File: config.mk
export PLATFORM = sky130hd
export DESIGN_NAME = mdc_delay_commutator_flat
export DESIGN_NICKNAME = d
export VERILOG_FILES = /design/src/rtl/mdc_delay_commutator_pkg.sv /design/src/rtl/mdc_delay_commutator_if.sv /design/src/rtl/mdc_delay_commutator_delay_line.sv /design/src/rtl/mdc_delay_commutator.sv /design/src/flat_wrapper.sv
export SDC_FILE = /design/constraint.sdc
export NUM_CORES = 1
export LEC_CHECK = 0
export CAP_MARGIN = 40
export CORE_MARGIN = 2
export CORE_UTILIZATION = 40
export DETAILED_ROUTE_END_ITERATION = 8
export GPL_TIMING_DRIVEN = 0
export PLACE_DENSITY_LB_ADDON = 0.3
export SYNTH_ARGS = -nofsm -noshare
export SYNTH_HDL_FRONTEND = slang
export SYNTH_HIERARCHICAL = 1
export SYNTH_SLANG_ARGS = --single-unit
File: constraint.sdc
create_clock -name clk -period 11.65 [get_ports clk]
set_input_delay 2.33 -clock clk [delete_from_list [all_inputs] [get_ports clk]]
set_output_delay 2.33 -clock clk [all_outputs]
set_load 0.01 [all_outputs]
File: src/rtl/mdc_delay_commutator_pkg.sv
// Shared helpers for the MDC delay-commutator.
// No ports; provides the block-counter width calculation.
package mdc_delay_commutator_pkg;

    // Width of a counter that spans DEPTH positions. A width of at least 1
    // keeps DEPTH=1 legal even though the counter is then constant 0.
    function automatic int cnt_width(input int depth);
        return (depth > 1) ? $clog2(depth) : 1;
    endfunction

endpackage

File: src/rtl/mdc_delay_commutator_if.sv
// Sample/pair bus of the delay-commutator.
// Ports (signals): in_valid, flush, a_re/a_im, b_re/b_im  (towards the DUT)
//                  out_valid, x_re/x_im, y_re/y_im      (from the DUT)
// master = sample source / pair sink, slave = the commutator.
interface mdc_delay_commutator_if #(
    parameter int WIDTH = 9
);
    logic             in_valid;
    logic             flush;
    logic [WIDTH-1:0] a_re;
    logic [WIDTH-1:0] a_im;
    logic [WIDTH-1:0] b_re;
    logic [WIDTH-1:0] b_im;
    logic             out_valid;
    logic [WIDTH-1:0] x_re;
    logic [WIDTH-1:0] x_im;
    logic [WIDTH-1:0] y_re;
    logic [WIDTH-1:0] y_im;

    modport master (
        output in_valid, flush, a_re, a_im, b_re, b_im,
        input  out_valid, x_re, x_im, y_re, y_im
    );

    modport slave (
        input  in_valid, flush, a_re, a_im, b_re, b_im,
        output out_valid, x_re, x_im, y_re, y_im
    );
endinterface

File: src/rtl/mdc_delay_commutator_delay_line.sv
// delay_line_en: enable-gated complex shift register, DEPTH entries deep.
// Ports: clk, rst (sync, active-high, clears all entries), en (shift one
//        place), di_re/di_im (input sample), do_re/do_im (sample that
//        entered DEPTH enables ago).
module delay_line_en #(
    parameter int WIDTH = 9,
    parameter int DEPTH = 16
) (
    input  logic             clk,
    input  logic             rst,
    input  logic             en,
    input  logic [WIDTH-1:0] di_re,
    input  logic [WIDTH-1:0] di_im,
    output logic [WIDTH-1:0] do_re,
    output logic [WIDTH-1:0] do_im
);
    logic [WIDTH-1:0] re_q [DEPTH];
    logic [WIDTH-1:0] im_q [DEPTH];

    always_ff @(posedge clk) begin
        if (rst) begin
            for (int i = 0; i < DEPTH; i++) begin
                re_q[i] <= '0;
                im_q[i] <= '0;
            end
        end else if (en) begin
            re_q[0] <= di_re;
            im_q[0] <= di_im;
            for (int i = 1; i < DEPTH; i++) begin
                re_q[i] <= re_q[i-1];
                im_q[i] <= im_q[i-1];
            end
        end
    end

    assign do_re = re_q[DEPTH-1];
    assign do_im = im_q[DEPTH-1];
endmodule

File: src/rtl/mdc_delay_commutator.sv
// Two-lane complex delay-commutator for a radix-2 MDC FFT stage.
// Lane A goes through DL1, a swap switch exchanges lanes every DEPTH
// accepted samples, the bottom lane goes through DL2. Each output pair
// holds two same-lane samples DEPTH accepts apart.
// Ports: clk, rst (sync, active-high)
//        bus (slave): in_valid, flush, a_*/b_* in; out_valid, x_*/y_* out
module mdc_delay_commutator
    import mdc_delay_commutator_pkg::*;
#(
    parameter int WIDTH = 9,
    parameter int DEPTH = 16
) (
    input  logic                   clk,
    input  logic                   rst,
    mdc_delay_commutator_if.slave  bus
);
    localparam int CNT_W = cnt_width(DEPTH);

    logic             accept;
    logic             wrap;
    logic [CNT_W-1:0] cnt_q, cnt_d;
    logic             sel_q, sel_d;
    logic             primed_q, primed_d;
    logic [WIDTH-1:0] ad_re, ad_im, bd_re, bd_im;
    logic [WIDTH-1:0] top_re, top_im, bot_re, bot_im;

    // rst priority is enforced inside every register block.
    assign accept = bus.in_valid & ~bus.flush;
    assign wrap   = (cnt_q == CNT_W'(DEPTH - 1));

    delay_line_en #(.WIDTH(WIDTH), .DEPTH(DEPTH)) u_dl1 (
        .clk   (clk),
        .rst   (rst),
        .en    (accept),
        .di_re (bus.a_re),
        .di_im (bus.a_im),
        .do_re (ad_re),
        .do_im (ad_im)
    );

    always_comb begin
        top_re = sel_q ? bus.b_re : ad_re;
        top_im = sel_q ? bus.b_im : ad_im;
        bot_re = sel_q ? ad_re : bus.b_re;
        bot_im = sel_q ? ad_im : bus.b_im;
    end

    delay_line_en #(.WIDTH(WIDTH), .DEPTH(DEPTH)) u_dl2 (
        .clk   (clk),
        .rst   (rst),
        .en    (accept),
        .di_re (bot_re),
        .di_im (bot_im),
        .do_re (bd_re),
        .do_im (bd_im)
    );

    always_comb begin
        cnt_d    = cnt_q;
        sel_d    = sel_q;
        primed_d = primed_q;
        if (bus.flush) begin
            cnt_d    = '0;
            sel_d    = 1'b0;
            primed_d = 1'b0;
        end else if (bus.in_valid) begin
            cnt_d = wrap ? '0 : cnt_q + CNT_W'(1);
            if (wrap) begin
                sel_d    = ~sel_q;
                primed_d = 1'b1;
            end
        end
    end

    always_ff @(posedge clk) begin
        if (rst) begin
            cnt_q    <= '0;
            sel_q    <= 1'b0;
            primed_q <= 1'b0;
        end else begin
            cnt_q    <= cnt_d;
            sel_q    <= sel_d;
            primed_q <= primed_d;
        end
    end

    // x/y hold across stalls and flushes; only out_valid drops.
    always_ff @(posedge clk) begin
        if (rst) begin
            bus.out_valid <= 1'b0;
            bus.x_re      <= '0;
            bus.x_im      <= '0;
            bus.y_re      <= '0;
            bus.y_im      <= '0;
        end else if (accept) begin
            bus.out_valid <= primed_q;
            bus.x_re      <= bd_re;
            bus.x_im      <= bd_im;
            bus.y_re      <= top_re;
            bus.y_im      <= top_im;
        end else begin
            bus.out_valid <= 1'b0;
        end
    end
endmodule
File: src/flat_wrapper.sv
// flat-port wrapper written by rule: the top's interface ports become plain ports
module mdc_delay_commutator_flat import mdc_delay_commutator_pkg::*;
#(
    parameter int WIDTH = 9,
    parameter int DEPTH = 16
)
  (clk, rst, bus_in_valid, bus_flush, bus_a_re, bus_a_im, bus_b_re, bus_b_im, bus_out_valid, bus_x_re, bus_x_im, bus_y_re, bus_y_im);
  mdc_delay_commutator_if #(.WIDTH(WIDTH)) bus_i ();
  input  logic clk;
  input  logic rst;
  input wire logic [$bits(bus_i.in_valid)-1:0] bus_in_valid;
  input wire logic [$bits(bus_i.flush)-1:0] bus_flush;
  input wire logic [$bits(bus_i.a_re)-1:0] bus_a_re;
  input wire logic [$bits(bus_i.a_im)-1:0] bus_a_im;
  input wire logic [$bits(bus_i.b_re)-1:0] bus_b_re;
  input wire logic [$bits(bus_i.b_im)-1:0] bus_b_im;
  output wire logic [$bits(bus_i.out_valid)-1:0] bus_out_valid;
  output wire logic [$bits(bus_i.x_re)-1:0] bus_x_re;
  output wire logic [$bits(bus_i.x_im)-1:0] bus_x_im;
  output wire logic [$bits(bus_i.y_re)-1:0] bus_y_re;
  output wire logic [$bits(bus_i.y_im)-1:0] bus_y_im;
  assign bus_i.in_valid = bus_in_valid;
  assign bus_i.flush = bus_flush;
  assign bus_i.a_re = bus_a_re;
  assign bus_i.a_im = bus_a_im;
  assign bus_i.b_re = bus_b_re;
  assign bus_i.b_im = bus_b_im;
  assign bus_out_valid = bus_i.out_valid;
  assign bus_x_re = bus_i.x_re;
  assign bus_x_im = bus_i.x_im;
  assign bus_y_re = bus_i.y_re;
  assign bus_y_im = bus_i.y_im;
  mdc_delay_commutator #(.WIDTH(WIDTH), .DEPTH(DEPTH)) u_core (.clk(clk), .rst(rst), .bus(bus_i));
endmodule
---- Yosys cells after proc, flatten, opt, wreduce, memory -nomap -nowiden ----
Memory sizes are Yosys's and may differ from the RTL's. A register that Yosys moved wholly into a read port is not among the register bits.
Index checks and enable logic that the tools add are counted.
operators by class
  multiplexer cells ....................... 74
  equal/unequal tests ..................... 1
  add/subtract/negate cells ............... 1
  bitwise gates (word level) .............. 68
  reductions and logical operators ........ 3
operator list
  operator               number
  $mux W9                68
  $or A1 B1 Y1           64
  $mux W1                5
  $add A4 B1 Y4 const B  1
  $eq A4 B4 Y1 const B   1
  $mux W4                1
  $reduce_or A2 Y1       2
  $not A1 Y1             3
  $reduce_and A2 Y1      1
  $and A1 B1 Y1          1
storage, ports and cells
  memories ................................ 4
  output and inout bits ................... 37
  word-level logic and storage cells ...... 157
  input bits .............................. 40
  RAM bits ................................ 576
  flip-flop bits (word level) ............. 25
memory list
  memory             depth  bits a word  rd ports  clocked after memory_dff  write ports  line                                   RTL
  u_core.u_dl1.im_q  16     9            16        0                         16           mdc_delay_commutator_delay_line.sv:18  logic [WIDTH-1:0] im_q [DEPTH];
  u_core.u_dl1.re_q  16     9            16        0                         16           mdc_delay_commutator_delay_line.sv:17  logic [WIDTH-1:0] re_q [DEPTH];
  u_core.u_dl2.im_q  16     9            16        1                         16           mdc_delay_commutator_delay_line.sv:18
  u_core.u_dl2.re_q  16     9            16        1                         16           mdc_delay_commutator_delay_line.sv:17

---- Logic depth before layout (Yosys ltp) ----
Gate-level depths: netlist (run 1).
  depth after elaboration ................. 6
  depth in mapped cells ................... 8
  gate-level depth less buffers ........... 4

---- By module ----
Netlist (run 1), hierarchy kept.
modules (own cells, without submodules)
  module                instances  area each (sq um)  cells an instance  seq. area each (sq um)
  delay_line_en         2          11384.7            647                8648.3
  mdc_delay_commutator  1          2042.0             208                860.8

---- Worst setup path before layout (run 1) ----
Ideal clock, no wire load.
  kind .................................... input to register
  start point ............................. in bus_in_valid
  end point ............................... mem u_core.u_dl1.im_q[0][0], enable pin
  data arrival time ....................... 9.319 ns
  library setup time ...................... 0.672 ns
  stages .................................. 7
  buffers on the path ..................... 4
  path slack .............................. 1.659 ns
  data required time ...................... 10.978 ns
  cells stage by stage .................... buf_6 -> nand2b_4 -> inv_4 -> buf_4 -> buf_4 -> buf_6 -> or2_1
RTL lines
  what                line                                   RTL
  start: declaration  flat_wrapper.sv:11                     input wire logic [$bits(bus_i.in_valid)-1:0] bus_in_valid;
  end: declaration    mdc_delay_commutator_delay_line.sv:18

==> results.md, run 1 <==
* Setup TNS at 0 ns
* Most frequent cells in the layout: edfxtp_1 (576), and3b_1 (360), nor2b_1 (176)
* Worst Hold Class: flip-flop to flip-flop
* Register-to-Register Path Depth at 4
* R2r startpoint: u_core/sel_q
* Final wirelength at 39000 µm
* Clock skew at 0.0443 ns
* Worst-path clk slew at 0.06 ns
* Status: completed
* XOR/XNOR Fraction of Synth Area at 0.106%
* Critical path capture point: u_core/u_dl1/im_q[0][27]
* Gr usage total at 12.4%
* Syn Nets at 1543
* CTS Buf Count at 61
* Hold Crit Start: u_core/bus.x_im[2]
* Register area share after synthesis at 73.2%
* Hold slack at 0.454 ns
* Die width at 253 µm
* Lkg Pwr at 11.9 nW
* DR DRC count at 0
* Tot Pwr at 4.72 mW
* Post-DP HPWL at 24700 µm
* CP max stage delay at 0.71 ns
* Largest family of logic cells by synthesized area: simple AND/OR/NAND/NOR gates
* Reg2reg end: u_core/u_dl2/im_q[0][7]
* CTS Sinks at 619
* Adder-cell share of the synthesized area at 0.0504%
* Top post-synthesis cells by area: edfxtp_1 (70%), and3b_1 (13%), nor2b_1 (4.4%)
* WS Path Type: primary input to flip-flop
* Mux cell area share after synthesis at 1.58%
* Die ar. at 0.0640 mm²
* Power per cell area at 165 mW/mm²
* Avg Vias per Cell at 4.76
* Mapped Area at 0.0248 mm²
* Simple-gate share of the synthesized area at 19.6%
* Crit path max-delay cell type: or2_4
* Slew margin rel. at 38.6%
* Mapped Avg Cell Area at 16.5 µm²
* Most common cell after layout, fill and taps aside: edfxtp_1
* Core Area at 0.0615 mm²
* CP endpoint kind: flip-flop
* Max frequency at 0.194 GHz
* Chip height at 253 µm
* Post-synthesis instance total at 1502
* Fin. max-slew vios at 0
* Routability Congestion at 0.731
* Post-synth cell types at 31
* Nets at 1689
* H-Tree Level Count at 2
* Peak supply drop at 0.000121 V
* I/O Buffers at 75
* Drt initial violations at 743
* CTS tree: built
* Compound-Gate Fraction of Synth Area at 1.23%
* Tcrit/Tclk final at 44.3%
* Antenna diode count at 0
* Root buf cell: clkbuf_16
* RSZ-0062 raised after global routing: false
* Final setup viols at 0
* CTS Hold Buffers Added at 0
* Largest net degree at the start of global routing at 67
* Drt wl/cell at 15.7 µm
* Post-synth top area share at 69.7%
* Final Hold Viols at 0
* WP data required at 11.97 ns
* Slew @ Worst Pin at 0.922 ns
* # IOs at 77
* Post-CTS setup buffers at 0
* Synthesis-stage register bit count at 619
* Startpoint types: primary input
* WP data arrival at 5.48 ns
* Clk_lat worst skew at 0.64 ns
* Drt pass-1 iters at 6
* Vias in the first global route at 11800
* Top cell type by total area after synthesis: edfxtp_1
* Synth Warn # at 6
* CTS-repair resized insts at 0
* First-pass GRT wire length at 62400 µm
* Post-Layout Cell Count at 2488
* Initial Util at 40.4%
* # Max-Cap Violations at 0
* Total gr overflow at 0
* R2R setup slack at 10.09 ns
* Antenna viol nets, final at 0
* Placed insts at 2375
* Vias after detailed routing at 11800
* Fraction of layout cells with a size suffix above 1 at 14.8%
* FP Rows at 91
* Cell Chain, Critical Path: clkdlybuf4s50_1 > nand2b_4 > inv_4 > buf_4 > buf_4 > buf_6 > or2_4 > buf_16 > buf_16 > buf_12
* Crit path max fanout at 66
* Min Tclk post-route at 5.16 ns
* Initial antenna violation count at 1
* Layout area overhead at 15.4%
* Worst Setup SP: bus_flush
* Max clock buf depth at 3
registers in the layout, summed over array words and instances, names as in the netlist:
register	count
u_core/sel_q	1
u_core/bus.y_re	9
u_core/bus.x_im	9
u_core/bus.out_valid	1
u_core/primed_q	1
u_core/bus.y_im	9
u_core/u_dl2/re_q	144
u_core/u_dl2/im_q	144
u_core/cnt_q	4
u_core/u_dl1/im_q	144
u_core/bus.x_re	9
u_core/u_dl1/re_q	144
cells by family after synthesis:
group / count (synthesis)
buffers and inverters: 158
multiplexers: 37
AO/OA/AOI/OAI: 38
XOR/XNOR: 3
flip-flops: 619
AND/OR/NAND/NOR: 646
adder cells (fa/ha/maj): 1
worst min-delay path by stage:
stage / end / slack, ns / cells after the start
floorplan: u_core/primed_q / 0.43 / 2
global placement: u_core/bus.x_im[2] / 0.45 / 2
detailed placement: u_core/bus.x_im[2] / 0.45 / 2
CTS: u_core/bus.x_im[2] / 0.45 / 2
global route: u_core/bus.x_re[4] / 0.49 / 2
finish: u_core/bus.x_im[2] / 0.45 / 2
per-stage QoR:
stage	util [%]	setup slack [ns]	cell area, µm²
floorplan	-	1.66	24800
CTS	46.6	6.45	28600
global placement	43.2	-1.41	26600
detailed placement	43.5	5.76	26800
global route	46.6	6.27	28600
finish	46.6	6.49	28600
critical path, delay by kind of cell:
kind                   cells  cell delay [ns]
buffers and inverters      8             2.22
and+or+nand+nor            2             0.88
final cells by class:
type / count / area [µm²]
Fill cell: 5299 / 32800
Timing Repair Buffer: 83 / 956
Tap cell: 790 / 988
Inverter: 1 / 6.26
Sequential cell: 619 / 18200
Clock buffer: 79 / 1620
Buffer: 157 / 1060
Multi-Input combinational cell: 725 / 5590
Clock inverter: 34 / 259
power by group:
part | total [mW] | switching [mW] | internal, mW
clock | 1.84 | 0.816 | 1.02
combinational | 0.262 | 0.143 | 0.119
sequential | 2.62 | 0.0338 | 2.59
total | 4.72 | 0.993 | 3.73
per-layer routing:
metal / track usage, % / vias to the layer above / wire, µm
met2: 20.9 / 200 / 18900
met1: 15.5 / 5803 / 17000
met3: 3.06 / 66 / 1990
met5: 0 / - / 0
li1: - / 5771 / -
met4: 3.99 / 0 / 1030
cells in the mapped netlist, drive strengths merged:
library cell	n
a41oi	1
nand3	1
dfxtp	43
ha	1
and3b	360
a211oi	18
xor2	1
nand2b	1
and4	1
or2	3
a21oi	19
clkbuf	36
nor2	24
nor3b	1
nor2b	176
edfxtp	576
and2b	40
nor3	2
inv	1
nand2	37
mux2i	19
buf	121
xnor2	2
mux2	18
(Power assumes the default switching activity.)
==> run 2, diff against run 1 <==
clock period = 4.1 ns   (was 11.65 ns; I/O delays follow)
==> run 2 against run 1 <==
Against the previous run:
- critical path depth decreased by 1
- largest power group unchanged
- die area unchanged
- largest cell class unchanged
- combinational power increased to 2.9 times the previous value
- critical endpoint is now u_core/u_dl1/im_q[0][22]
==> results.md, run 2 (synthesis gave the netlist of run 1 again) <==
* Final instance area at 0.0288 mm²
* Routability Congestion at 0.731
* CP endpoint kind: flip-flop
* Setup ws final at 0.835 ns
* Worst Setup SP: bus_flush
* Antenna viol nets, final at 0
* Clk_lat worst skew at 0.59 ns
* Fin. max-slew vios at 0
* Gr usage total at 12.4%
* Largest net degree at the start of global routing at 68
* Final wirelength at 38800 µm
* Drt wl/cell at 15.5 µm
* Drt pass-1 iters at 4
* Vias in the first global route at 11800
* RSZ-0062 raised after global routing: false
* R2r startpoint: u_core/sel_q
* First-pass GRT wire length at 62300 µm
* Worst Hold Class: flip-flop to flip-flop
* Total gr overflow at 0
* Peak supply drop at 0.000244 V
* H-Tree Level Count at 3
* FP Rows at 91
* Crit path max fanout at 65
* Post-DP HPWL at 24800 µm
* DR DRC count at 0
* CTS tree: built
* Antenna diode count at 0
* Filler Cells Inserted at 5217
* Layout area overhead at 16.2%
* WP data arrival at 3.51 ns
* Vias after detailed routing at 11900
* Most common cell after layout, fill and taps aside: edfxtp_1
* CTS-repair resized insts at 0
* # IOs at 77
* Most frequent cells in the layout: edfxtp_1 (576), and3b_1 (360), nor2b_1 (176)
* Tcrit/Tclk final at 79.6%
* Avg Vias per Cell at 4.77
* Min Tclk post-route at 3.27 ns
* Post-place setup slack at 0.200 ns
* Nets at 1695
* Max frequency at 0.306 GHz
* Final Hold Viols at 0
* Hold Crit Start: u_core/bus.x_im[6]
* Fraction of layout cells with a size suffix above 1 at 15.1%
* Slew margin rel. at 51.3%
* Cell Chain, Critical Path: clkdlybuf4s50_1 > nand2b_4 > inv_4 > buf_6 > buf_4 > buf_6 > or2_4 > buf_16 > buf_16
* WP data required at 4.35 ns
* CTS Hold Buffers Added at 0
* Crit path max-delay cell type: or2_4
* CTS Sinks at 619
* Die width at 253 µm
* Status: completed
* Initial antenna violation count at 0
* Clock skew at 0.0227 ns
* Chip height at 253 µm
* Max clock buf depth at 3
* I/O Buffers at 75
* CTS Buf Count at 66
* Tot Pwr at 13.8 mW
* Setup TNS at 0 ns
* Placed Area at 0.0268 mm²
* WS Path Type: primary input to flip-flop
* Die ar. at 0.0640 mm²
* Root buf cell: clkbuf_16
* Post-CTS setup buffers at 0
* Final setup viols at 0
* Lkg Pwr at 12.0 nW
* Power per cell area at 477 mW/mm²
* CP max stage delay at 0.61 ns
* Initial Util at 40.4%
* Startpoint types: primary input
* Post-Route Utilization at 46.9%
* # Max-Cap Violations at 0
* Worst-path clk slew at 0.06 ns
* Drt initial violations at 611
* Slew @ Worst Pin at 0.730 ns
* Core Area at 0.0615 mm²
## run 2: path summary, 6_finish.rpt
path	end	slack, ns	cells past startpoint
worst max-delay path	u_core/u_dl1/im_q[0][22]	0.83	9
worst min-delay path	u_core/bus.x_im[6]	0.46	2
worst max register to register	u_core/u_dl2/im_q[0][7]	2.57	4
worst min register to register	u_core/bus.x_im[6]	0.46	2
## run 2: area by class of cell
| cell class | instances | area (µm²) | share of cell area [%] |
|---|---|---|---|
| sequential | 619 | 18200 | 63.0 |
| multi-input combinational | 725 | 5590 | 19.4 |
| clock buffer | 92 | 1830 | 6.36 |
| buffer | 157 | 1060 | 3.69 |
| timing repair buffer | 84 | 991 | 3.44 |
| tap | 790 | 988 | 3.43 |
| clock inverter | 28 | 204 | 0.707 |
| inverter | 1 | 6.26 | 0.0217 |
## run 2: worst max-delay path: cells and delay by family
family                 cells  cell delay [ns]
buffers and inverters      7             1.82
and+or+nand+nor            2             0.78
## run 2: where the power goes
group	total, mW	internal [mW]	switching [mW]
Combinational	0.749	0.342	0.407
Sequential	7.45	7.35	0.0941
Clock	5.56	3.21	2.34
Total	13.8	10.9	2.85
## run 2: routing by layer
metal / GRT usage, % / wire [µm] / vias to the layer above
met5: 0 / 0 / -
met4: 5.12 / 1210 / 0
met3: 2.87 / 1850 / 77
met2: 20.6 / 18800 / 199
met1: 15.6 / 16900 / 5811
li1: - / - / 5810
## run 2: stage by stage
step           hold slack (ns)  instances
2_1_floorplan            0.430       1502
3_3_place_gp             0.446       2367
3_5_place_dp             0.448       2376
4_1_cts                  0.456       2496
5_1_grt                  0.476       2496
6_report                 0.455       2496
==> run 3, diff against run 2 <==
clock period = 3.27 ns   (was 4.1 ns; I/O delays follow)
==> run 3 against run 2 <==
Against the previous run:
- sequential cell count stayed put
- critical endpoint is now u_core/u_dl2/re_q[0][19]
- critical path depth unchanged
- worst hold slack got worse by 0.11 ns
- worst setup slack got worse by 0.43 ns
- largest power group unchanged
- combinational power increased by 26%
- sequential power rose by 25%
- first-iteration DRC count is 12% higher
- largest cell class unchanged
- via count barely moved
- global-route usage barely moved
- power up 26%
- design area grew 0.26%
- count of clock-buffer cells in the layout decreased by 6
==> results.md, run 3 (synthesis gave the netlist of run 1 again) <==
* Largest net degree at the start of global routing at 59
* Final wirelength at 39000 µm
* Post-place setup slack at -0.240 ns
* Layout area overhead at 16.5%
* Antenna viol nets, final at 0
* Bufs and invs on worst path at 7
* Fraction of layout cells with a size suffix above 1 at 15.3%
* Lkg Pwr at 12.1 nW
* Total gr overflow at 0
* Placed insts at 2377
* Peak supply drop at 0.000340 V
* Setup TNS at 0 ns
* Clk_lat worst skew at 0.60 ns
* Tcrit/Tclk final at 87.6%
* FP Rows at 91
* Filler Cells Inserted at 5257
* Tot Pwr at 17.4 mW
* Most common cell after layout, fill and taps aside: edfxtp_1
* Root buf cell: clkbuf_16
* CTS Buf Count at 68
* CTS Sinks at 619
* Fin. max-slew vios at 0
* Gr usage total at 12.4%
* Chip height at 253 µm
* Die width at 253 µm
* Routability Congestion at 0.728
* Drt initial violations at 682
* CTS-repair resized insts at 0
* Final Hold Viols at 0
* Antenna diode count at 0
* Power per cell area at 601 mW/mm²
* Max frequency at 0.349 GHz
* CP endpoint kind: flip-flop
* Post-Layout Cell Count at 2495
* Die ar. at 0.0640 mm²
* Clock skew at 0.0189 ns
* Min Tclk post-route at 2.87 ns
* Initial Util at 40.4%
* Avg Vias per Cell at 4.77
* Vias after detailed routing at 11900
* Slew margin rel. at 56.8%
* I/O Buffers at 75
* First-pass GRT wire length at 62300 µm
* Drt pass-1 iters at 4
* Setup ws final at 0.404 ns
* Core Area at 0.0615 mm²
* Drt wl/cell at 15.6 µm
* CP max stage delay at 0.51 ns
* CTS Hold Buffers Added at 0
* Worst Hold Class: primary input to flip-flop
* Post-Route Utilization at 47.0%
* Final setup viols at 0
* Crit path max-delay cell type: or2_4
* WP data arrival at 3.13 ns
* Slew @ Worst Pin at 0.648 ns
* Startpoint types: primary input
* # Max-Cap Violations at 0
* Most frequent cells in the layout: edfxtp_1 (576), and3b_1 (360), nor2b_1 (176)
* Nets at 1698
* Final instance area at 0.0289 mm²
* Max clock buf depth at 3
* DR DRC count at 0
* Crit path top cell by count: buf_6
* H-Tree Level Count at 3
* WP data required at 3.53 ns
* Crit path max fanout at 56
* Critical path's top delay family: buffers and inverters
* CTS tree: built
* RSZ-0062 raised after global routing: false
* Status: completed
* Initial antenna violation count at 0
* # IOs at 77
* Cell Chain, Critical Path: clkdlybuf4s50_1 > nand2b_4 > inv_6 > buf_8 > buf_6 > buf_6 > or2_4 > buf_16 > buf_12
* Post-CTS setup buffers at 0
* Placed Area at 0.0268 mm²
* Post-DP HPWL at 24900 µm
* Vias in the first global route at 11800
* Worst-path clk slew at 0.06 ns
* Hold slack at 0.349 ns
* WS Path Type: primary input to flip-flop
run 3: cell types whose count changed in the layout (fill, tap and decap cells not counted), moves of 2 or more:
cell	change
buf_4	-2
clkbuf_1	-7
clkinv_4	+2
clkinv_1	+2
buf_8	+2
buf_12	+2
run 3: area by class of cell:
class / instances / area (µm²) / area share (%)
Buffer: 157 / 1080 / 3.73
Tap cell: 790 / 988 / 3.42
Clock inverter: 32 / 262 / 0.904
Timing Repair Buffer: 85 / 1000 / 3.47
Inverter: 1 / 8.76 / 0.0303
Sequential cell: 619 / 18200 / 62.8
Multi-Input combinational cell: 725 / 5590 / 19.3
Clock buffer: 86 / 1820 / 6.30
run 3: power by group:
group / switching, mW / total (mW) / internal (mW)
sequential: 0.120 / 9.34 / 9.22
combinational: 0.511 / 0.943 / 0.433
clock: 3.04 / 7.10 / 4.07
run 3: worst reg2reg max path, stage by stage (launching register included):
cell and delay, ns:
dfxtp_1 0.32, buf_6 0.18, buf_4 0.23, mux2_2 0.36, and3b_1 0.21
run 3: metal layers:
metal	wire [µm]	track usage, %
met4	823	3.85
met3	1840	3.03
met1	16900	15.3
met2	19400	21.3
met5	0	0
run 3: final timing paths:
kind                                         start                       end  slack, ns  cells past startpoint
worst max register to register        u_core/sel_q   u_core/u_dl2/im_q[0][1]       1.70                      4
worst max-delay path                     bus_flush  u_core/u_dl2/re_q[0][19]       0.40                      9
worst min register to register  u_core/bus.x_im[0]        u_core/bus.x_im[0]       0.46                      2
worst min-delay path                  bus_in_valid           u_core/cnt_q[1]       0.35                      3
